<file path="config.mk">
export PLATFORM = sky130hd
export DESIGN_NAME = pit_bus_sequencer
export DESIGN_NICKNAME = d
export VERILOG_FILES = /design/src/rtl/pit_bus_sequencer.sv
export SDC_FILE = /design/constraint.sdc
export NUM_CORES = 1
export LEC_CHECK = 0
export CORE_UTILIZATION = 45
export CTS_BUF_LIST = sky130_fd_sc_hd__clkbuf_4
export DETAILED_ROUTE_END_ITERATION = 6
export PLACE_DENSITY = 0.72
export SLEW_MARGIN = 0
export SYNTH_ARGS = -nofsm -noshare
export SYNTH_HDL_FRONTEND = slang
export SYNTH_SLANG_ARGS = --single-unit
</file>
<file path="constraint.sdc">
create_clock -name clk -period 2.5 [get_ports clk]
set_input_delay 0.5 -clock clk [delete_from_list [all_inputs] [get_ports clk]]
set_output_delay 0.5 -clock clk [all_outputs]
set_load 0.03 [all_outputs]
</file>
<file path="src/rtl/pit_bus_sequencer.sv">
// Bus master for the 8253 CPU port: turns single program / latch-and-read
// commands into ordered control-word and LSB/MSB accesses with programmable timing.
module pit_bus_sequencer #(
    parameter int unsigned SETUP_CYC  = 1,
    parameter int unsigned STROBE_CYC = 2,
    parameter int unsigned HOLD_CYC   = 1
) (
    input  logic        clk,
    input  logic        rst,
    input  logic        cmd_valid,
    output logic        cmd_ready,
    input  logic        cmd_op,
    input  logic [1:0]  cmd_chan,
    input  logic [1:0]  cmd_rw,
    input  logic [2:0]  cmd_mode,
    input  logic        cmd_bcd,
    input  logic [15:0] cmd_count,
    output logic        done,
    output logic        err,
    output logic [15:0] rd_count,
    output logic        busy,
    output logic        pit_cs_n,
    output logic        pit_rd_n,
    output logic        pit_wr_n,
    output logic        pit_a1,
    output logic        pit_a0,
    output logic [7:0]  pit_d_out,
    output logic        pit_d_oe,
    input  logic [7:0]  pit_d_in
);
    // state  | meaning
    // IDLE   | ready for a command
    // CTRL   | control-word write to address 3
    // B0     | first data access (gap, setup, strobe, hold)
    // B1     | second data access, two-byte transfers only
    // DONE   | one-cycle completion pulse, err if the command was illegal
    typedef enum logic [2:0] {S_IDLE, S_CTRL, S_B0, S_B1, S_DONE} state_t;
    typedef enum logic [1:0] {PH_GAP, PH_SETUP, PH_STROBE, PH_HOLD} phase_t;

    localparam logic [3:0] SETUP_LD  = 4'(SETUP_CYC - 1);
    localparam logic [3:0] STROBE_LD = 4'(STROBE_CYC - 1);
    localparam logic [3:0] HOLD_LD   = 4'(HOLD_CYC - 1);

    state_t      state_q, state_d;
    phase_t      phase_q, phase_d;
    logic [3:0]  cnt_q, cnt_d;
    logic        op_q, bcd_q, err_q;
    logic [1:0]  chan_q, rw_q;
    logic [2:0]  mode_q;
    logic [15:0] count_q, rd_count_q;
    logic [7:0]  lsb_q, msb_q;

    logic        accept, illegal, two_bytes, in_access, is_write, sample;
    logic [7:0]  ctrl_word;

    assign accept    = cmd_valid && (state_q == S_IDLE);
    assign illegal   = (cmd_chan == 2'd3) || (!cmd_op && (cmd_rw == 2'b00));
    // A read with rw = 00 still fetches both bytes.
    assign two_bytes = (rw_q == 2'b11) || (op_q && (rw_q == 2'b00));
    assign in_access = ((state_q == S_CTRL) || (state_q == S_B0) || (state_q == S_B1))
                       && (phase_q != PH_GAP);
    assign is_write  = (state_q == S_CTRL) || !op_q;
    assign sample    = in_access && !is_write && (phase_q == PH_STROBE) && (cnt_q == 4'd0);
    assign ctrl_word = op_q ? {chan_q, 6'b000000} : {chan_q, rw_q, mode_q, bcd_q};

    always_comb begin
        state_d = state_q;
        phase_d = phase_q;
        cnt_d   = cnt_q;
        case (state_q)
            S_IDLE: begin
                if (cmd_valid) begin
                    if (illegal) begin
                        state_d = S_DONE;
                    end else begin
                        state_d = S_CTRL;
                        phase_d = PH_SETUP;
                        cnt_d   = SETUP_LD;
                    end
                end
            end
            S_CTRL, S_B0, S_B1: begin
                case (phase_q)
                    PH_GAP: begin
                        phase_d = PH_SETUP;
                        cnt_d   = SETUP_LD;
                    end
                    PH_SETUP: begin
                        if (cnt_q == 4'd0) begin
                            phase_d = PH_STROBE;
                            cnt_d   = STROBE_LD;
                        end else begin
                            cnt_d = cnt_q - 4'd1;
                        end
                    end
                    PH_STROBE: begin
                        if (cnt_q == 4'd0) begin
                            phase_d = PH_HOLD;
                            cnt_d   = HOLD_LD;
                        end else begin
                            cnt_d = cnt_q - 4'd1;
                        end
                    end
                    PH_HOLD: begin
                        if (cnt_q == 4'd0) begin
                            phase_d = PH_GAP;
                            if (state_q == S_CTRL)
                                state_d = S_B0;
                            else if ((state_q == S_B0) && two_bytes)
                                state_d = S_B1;
                            else
                                state_d = S_DONE;
                        end else begin
                            cnt_d = cnt_q - 4'd1;
                        end
                    end
                    default: phase_d = PH_GAP;
                endcase
            end
            S_DONE:  state_d = S_IDLE;
            default: state_d = S_IDLE;
        endcase
    end

    always_ff @(posedge clk) begin
        if (rst) begin
            state_q    <= S_IDLE;
            phase_q    <= PH_GAP;
            cnt_q      <= '0;
            op_q       <= 1'b0;
            chan_q     <= '0;
            rw_q       <= '0;
            mode_q     <= '0;
            bcd_q      <= 1'b0;
            count_q    <= '0;
            err_q      <= 1'b0;
            lsb_q      <= '0;
            msb_q      <= '0;
            rd_count_q <= '0;
        end else begin
            state_q <= state_d;
            phase_q <= phase_d;
            cnt_q   <= cnt_d;
            if (accept) begin
                op_q    <= cmd_op;
                chan_q  <= cmd_chan;
                rw_q    <= cmd_rw;
                mode_q  <= cmd_mode;
                bcd_q   <= cmd_bcd;
                count_q <= cmd_count;
                err_q   <= illegal;
            end
            // A lone MSB read lands in B0, so the byte slot follows rw as well as position.
            if (sample) begin
                if ((state_q == S_B1) || (rw_q == 2'b10))
                    msb_q <= pit_d_in;
                else
                    lsb_q <= pit_d_in;
            end
            if (op_q && ((state_q == S_B0) || (state_q == S_B1)) && (state_d == S_DONE)) begin
                case (rw_q)
                    2'b01:   rd_count_q <= {8'h00, lsb_q};
                    2'b10:   rd_count_q <= {msb_q, 8'h00};
                    default: rd_count_q <= {msb_q, lsb_q};
                endcase
            end
        end
    end

    assign cmd_ready = (state_q == S_IDLE);
    assign busy      = !cmd_ready;
    assign done      = (state_q == S_DONE);
    assign err       = done && err_q;
    assign rd_count  = rd_count_q;
    assign pit_cs_n  = !in_access;
    assign pit_wr_n  = !(in_access && is_write && (phase_q == PH_STROBE));
    assign pit_rd_n  = !(in_access && !is_write && (phase_q == PH_STROBE));
    assign pit_d_oe  = in_access && is_write;

    always_comb begin
        {pit_a1, pit_a0} = 2'b00;
        pit_d_out        = 8'h00;
        if (in_access)
            {pit_a1, pit_a0} = (state_q == S_CTRL) ? 2'b11 : chan_q;
        if (pit_d_oe) begin
            if (state_q == S_CTRL)
                pit_d_out = ctrl_word;
            else if ((state_q == S_B1) || (rw_q == 2'b10))
                pit_d_out = count_q[15:8];
            else
                pit_d_out = count_q[7:0];
        end
    end
endmodule

</file>
==> flow_summary.yaml, run 1 <==
grt:
  grt_pass1_vias: 2807
  grt_pass1_wl_um: 13190
  gr-usage-all-layers_pct: 22.93
  grt_overflow: 0
  antenna_found_initial: 0
  grt_max_degree: 45
critical_path:
  endpoint_kind: "output port"
  path_class: "reg2out"
  rr_startpoint: "cnt_q[0]"
  slowest_delay_ps: 420
  cp_max_fo: 6
  slowest_stage: "or3_4"
  crit_buf_inv: 3
  cp.required_ps: 2000
  r2r-end: "cnt_q[3]"
  critical-path-top-delay-family: "simple AND/OR/NAND/NOR gates"
  critPathArrivalTime_ps: 1960
  reg2reg_depth: 6
  crit_path_start_kind: "flop"
  crit_chain: "inv_2 > ha_4 > buf_6 > or3_4 > a211oi_2 > buf_4"
  reg2reg_slack_ps: 670
placement:
  dp.cells: 514
  place_congestion: 0.8776
  hpwl_um: 5574
  portBuffers: 69
  place_area_um2: 3908
die:
  rows: 30
  core_area_um2: 6756
  start_util_pct: 46.56
  die_height_um: 85.61
  io_pins: 70
  dieArea_um2: 7328
  fp.dieW_um: 85.61
timing:
  drv_slew: 0
  finalSetupViolCount: 0
  clock_skew_ps: 15.62
  hold_ws_ps: 457.3
  period_needed_ps: 2463
  rsz0062_at_grt: "true"
  tightest_slew_ps: 644.0
  clock.fmax_ghz: 0.4060
  finalCritPeriodShare_pct: 98.51
  slew_headroom_pct: 57.07
  hold_viol: 0
power:
  p_int_mw: 1.813
  power_mw: 2.470
  p_clk_share_pct: 37.5
  p_sw_mw: 0.6573
  p_leak_nw: 1.656
  p_per_area_nw_per_um2: 581.5
  p_seq_share_pct: 45.9
  p_comb_share_pct: 16.5
  ir_worst_vdd_mv: 0.3812
  p_sw_share_pct: 26.61
clocking:
  clockBufferDepth: 2
  clk_pin_slew_worst_paths_ps: 130
  cts_tree: "built"
  clock-root-buffer: "clkbuf_4"
  cts_made_buffers: 9
  insertion_delay_ps: 410
  cts.sinks: 67
  h-tree-depth: 3
routing:
  ant_nets: 0
  route.detailed.drc: 0
  drt_iter0_drc: 163
  via_per_inst: 5.428
  wl_um: 8072
  num_vias: 2904
  drt_first_pass_iters: 5
  wl_per_cell_um: 15.09
final_layout:
  area_growth_pct: 35.04
  fin_nets: 496
  layout_common_cells: "71 x nand2_1, 61 x dfxtp_1, 52 x clkdlybuf4s50_1"
  finish.utilization_pct: 62.87
  drive_above_1_share_pct: 18.90
  num-fill-cells: 570
  final_cells: 535
  n_antenna_cell: 0
  layout_commonest_cell: "nand2_1"
  post-route-cell-area_um2: 4248
yosys:
  synth_cell_types: 47
  synth_area_um2: 3146
  yosys_warnings: 0
  yosys.area.top_type_share_pct: 42.64
  synth_edf_count: 0
  async_reset_ff_share_pct: 0
  ys_seq_area_share_pct: 42.64
  syn_avg_cell_area_um2: 8.456
  syn-instance-count: 372
  synth_area_leaders: "dfxtp_1 43%, nand2_1 8.5%, a21oi_1 7.3%, mux2i_1 5.1%, ha_1 4.0%"
  synth.net_count: 418
  synth-seq-cells: 67
  synthFlopType: "dfxtp_1"
  synth_top_area_cell: "dfxtp_1"
run_status:
  outcome: "complete, no violations"
min_path:
  hp-class: "reg2reg"
  hold_path_depth: 2
  min_from: "rd_count[10]"
  hold_end: "rd_count[10]"
job:
  max_cap_violations: 0
how the worst max path moves through the flow:
stage               cells after the start  slack (ps)  startpoint            to
detailed placement                      5         180  phase_q[0]        pit_a0
CTS                                     7           3  state_q[1]  pit_d_out[6]
floorplan                               6         -80  phase_q[0]  pit_d_out[6]
finish                                  6          40  phase_q[1]  pit_d_out[0]
global placement                        5         230  phase_q[0]        pit_a0
global route                            7         -20     rw_q[0]  pit_d_out[4]
power groups by stage:
stage / logic (mW) / registers (mW) / clock network (mW)
after detailed placement: 0.360 / 1.16 / 0
after global placement: 0.353 / 1.16 / 0
after floorplan: 0.220 / 1.15 / 0
after global routing: 0.446 / 1.14 / 0.997
final: 0.408 / 1.13 / 0.927
after CTS: 0.391 / 1.13 / 0.942
worst min-delay path: stages, from the launching register on:
cell	delay, ps
dfxtp_1	330
nand2_1	50
a21oi_1	50
flip-flops by register name, indices dropped and copies added (netlist names):
name and count:
count_q 16, rd_count 16, lsb_q 8, msb_q 8
cnt_q 4, mode_q 3, state_q 3, chan_q 2
phase_q 2, rw_q 2, bcd_q 1, err_q 1
op_q 1
metal layers:
metal  up-vias  track usage, %  wire length, um
met5         -               0                0
met4         0           11.36              216
met3        16           3.946              421
met2       105           35.35             3774
met1      1349           31.14             3659
li1       1434               -                -
per-stage QoR:
step / setup WS [ps] / TNS [ps]
2_1_floorplan: -84.65 / -169.3
3_3_place_gp: 229.4 / 0
3_5_place_dp: 184.7 / 0
4_1_cts: 2.588 / 0
5_1_grt: -23.26 / -38.05
6_report: 37.20 / 0
layout make-up:
| type | instances | area (um2) | share of cell area, % |
|---|---|---|---|
| Multi-Input combinational cell | 268 | 1710 | 40.27 |
| Sequential cell | 67 | 1349 | 31.75 |
| Timing Repair Buffer | 92 | 855.8 | 20.15 |
| Clock inverter | 6 | 112.6 | 2.651 |
| Tap cell | 80 | 100.1 | 2.356 |
| Clock buffer | 10 | 75.07 | 1.767 |
| Inverter | 12 | 45.04 | 1.060 |
kinds of logic (layout without fill, tap and decap cells):
kind of cell / after synthesis / after routing / share of synthesized area (%)
simple gates: 159 / 159 / 26.57
compound gates: 82 / 82 / 15.75
flops: 67 / 67 / 42.64
buf+inv: 37 / 120 / 5.608
mux: 17 / 17 / 5.449
fa+ha+maj: 10 / 10 / 3.978
Yosys cell counts (2+ instances only):
library cell and number:
a211oi_1 9, a21o_1 2, a21oi_1 46, and3_2 2, and3b_2 2, buf_2 6, buf_6 4, clkbuf_1 15
dfxtp_1 67, ha_1 10, inv_1 12, mux2i_1 16, nand2_1 71, nand2b_1 12, nand3_1 18, nand3b_1 10
nor2_1 15, nor3_1 9, o21ai_0 10, o21bai_1 2, or2b_1 8
repair_timing:
action                                  4_1_cts  5_1_grt
endpoints found under the setup margin       13       13
hold buffers                                  0        0
pin swaps                                     4        2
resized for setup                            19       15
setup buffers                                 5        0
Note: power is estimated with default switching activity, not from simulation.
==> run 2, diff against run 1 <==
SETUP_SLACK_MARGIN = 0.3   (was default)
==> run 2 against run 1 <==
  * Maximum frequency rose by 2.9%
  * Critical path depth down 1
  * Register-to-register slack improved by 30 ps
  * Non-clock buffer count grew 7
  * Sequential share of layout area shrank 0.43 points
  * Sequential cell count unchanged
  * Clock skew shrank 5.2 ps
  * Worst setup slack better by 70 ps
  * Global-route usage grew 0.15 points
  * Via count rose by 2.7%
  * Critical endpoint is now pit_d_out[1]
  * Largest power group unchanged
==> flow_summary.yaml, run 2 (synthesized netlist as in run 1, its figures left out) <==
critical_path:
  cp.required_ps: 2000
  crit_path_start_kind: "flop"
  critPathArrivalTime_ps: 1890
  reg2reg_slack_ps: 700
  endpoint_kind: "output port"
  r2r-end: "cnt_q[3]"
  cp_max_fo: 6
  path_class: "reg2out"
  rr_startpoint: "cnt_q[0]"
  reg2reg_depth: 6
clocking:
  cts_made_buffers: 9
  cts_tree: "built"
  clockBufferDepth: 2
  h-tree-depth: 3
  insertion_delay_ps: 410
  clock-root-buffer: "clkbuf_4"
  hold_buffers: 0
  clk_pin_slew_worst_paths_ps: 120
  cts.sinks: 67
min_path:
  hold_end: "rd_count[11]"
  min_from: "rd_count[11]"
  hold_path_depth: 2
  hp-class: "reg2reg"
routing:
  via_per_inst: 5.504
  ant_nets: 0
  drt_iter0_drc: 138
  wl_um: 8157
  wl_per_cell_um: 15.05
  drt_first_pass_iters: 5
  route.detailed.drc: 0
  num_vias: 2983
  drt-met1-wl_um: 3534
  top_layer: "met4"
  dr_wl_met3_um: 504
  dr_wl_met2_um: 3962
timing:
  period_needed_ps: 2393
  hold_viol: 0
  setup_tns_ps: 0
  rsz0062_at_grt: "true"
  clock_skew_ps: 10.39
  tightest_slew_ps: 585.5
  slew_headroom_pct: 60.47
  drv_slew: 0
  finalSetupViolCount: 0
  clock.fmax_ghz: 0.4179
  finalCritPeriodShare_pct: 95.71
final_layout:
  drive_above_1_share_pct: 23.16
  num-fill-cells: 569
  layout_commonest_cell: "nand2_1"
  area_growth_pct: 37.79
  post-route-cell-area_um2: 4334
  fin_nets: 503
  n_antenna_cell: 0
  layout_common_cells: "70 x nand2_1, 60 x dfxtp_1, 50 x clkdlybuf4s50_1"
placement:
  portBuffers: 69
  place_congestion: 0.8048
  place_area_um2: 3902
  hpwl_um: 5350
die:
  dieArea_um2: 7328
  rows: 30
  die_height_um: 85.61
  core_area_um2: 6756
  fp.dieW_um: 85.61
  io_pins: 70
  start_util_pct: 46.56
power:
  p_leak_nw: 1.638
  p_per_area_nw_per_um2: 524.3
  ir_worst_vdd_mv: 0.3747
grt:
  grt_pass1_wl_um: 13180
  grt_max_degree: 27
  grt_pass1_vias: 2737
  grt_overflow: 0
  antenna_found_initial: 0
  gr-usage-all-layers_pct: 23.09
run_status:
  outcome: "complete, no violations"
job:
  max_cap_violations: 0
[run 2: cell count changes in the layout (fill, tap and decap cells not counted), sizes merged]
cell	delta
clkbuf	+3
clkinv	+1
dlymetal6s2s	-3
clkdlybuf4s50	-2
bufinv	-2
clkinvlp	+2
buf	+8
[run 2: critical path, cell delays in order, from the launching register on]
cell,delay [ps]
dfxtp_4,370
o21bai_4,170
buf_6,120
or3_4,400
a211oi_2,220
buf_4,200
[run 2: how the worst max path moves through the flow]
stage / startpoint / to / slack [ps] / depth (start not counted)
after floorplan: rw_q[0] / pit_d_out[0] / 120 / 5
after global placement: state_q[2] / pit_cs_n / 290 / 3
after detailed placement: phase_q[0] / pit_d_out[7] / 200 / 6
after CTS: state_q[2] / pit_d_out[1] / 100 / 5
after global routing: state_q[2] / pit_d_out[4] / 8 / 5
final: state_q[2] / pit_d_out[1] / 110 / 5
[run 2: final cells by class]
cell class | instances | area, um2 | share of cell area (%)
repair buffers | 99 | 903.4 | 20.84
clock inverters | 7 | 67.56 | 1.559
inverters | 12 | 50.05 | 1.155
flip-flops and latches | 67 | 1358 | 31.32
well taps | 80 | 100.1 | 2.309
multi-input cells | 268 | 1788 | 41.25
clock buffers | 9 | 67.56 | 1.559
[run 2: what timing repair did]
| action | 4_1_cts | 5_1_grt |
|---|---|---|
| endpoints found under the setup margin | 18 | 16 |
| pin swaps | 4 | 8 |
| buffers inserted | 9 | 6 |
| resized for setup | 41 | 27 |
[run 2: per-layer routing]
layer	GRT usage (%)	vias up
met1	29.96	1391
met3	5.679	18
met5	0	-
met4	8.636	0
li1	-	1450
met2	37.24	124
[run 2: power by group]
part	leakage [nW]	internal, mW	switching (mW)
logic	1.02	0.199	0.237
clock network	0.0698	0.301	0.400
registers	0.548	1.10	0.0309
total	1.64	1.60	0.668
[run 2: stage by stage]
| stage | std cells | worst slack [ps] | utilization (%) | hold slack, ps | total power, mW |
|---|---|---|---|---|---|
| final | 542 | 107.3 | 64.15 | 456.4 | 2.272 |
| after detailed placement | 511 | 204.6 | 57.76 | 443.4 | 1.516 |
| after global placement | 511 | 290.7 | 57.76 | 438.3 | 1.508 |
| after CTS | 536 | 97.17 | 62.39 | 460.7 | 2.252 |
| after floorplan | 372 | 119.1 | - | 435.7 | 1.371 |
| after global routing | 542 | 8.075 | 64.15 | 484.9 | 2.377 |
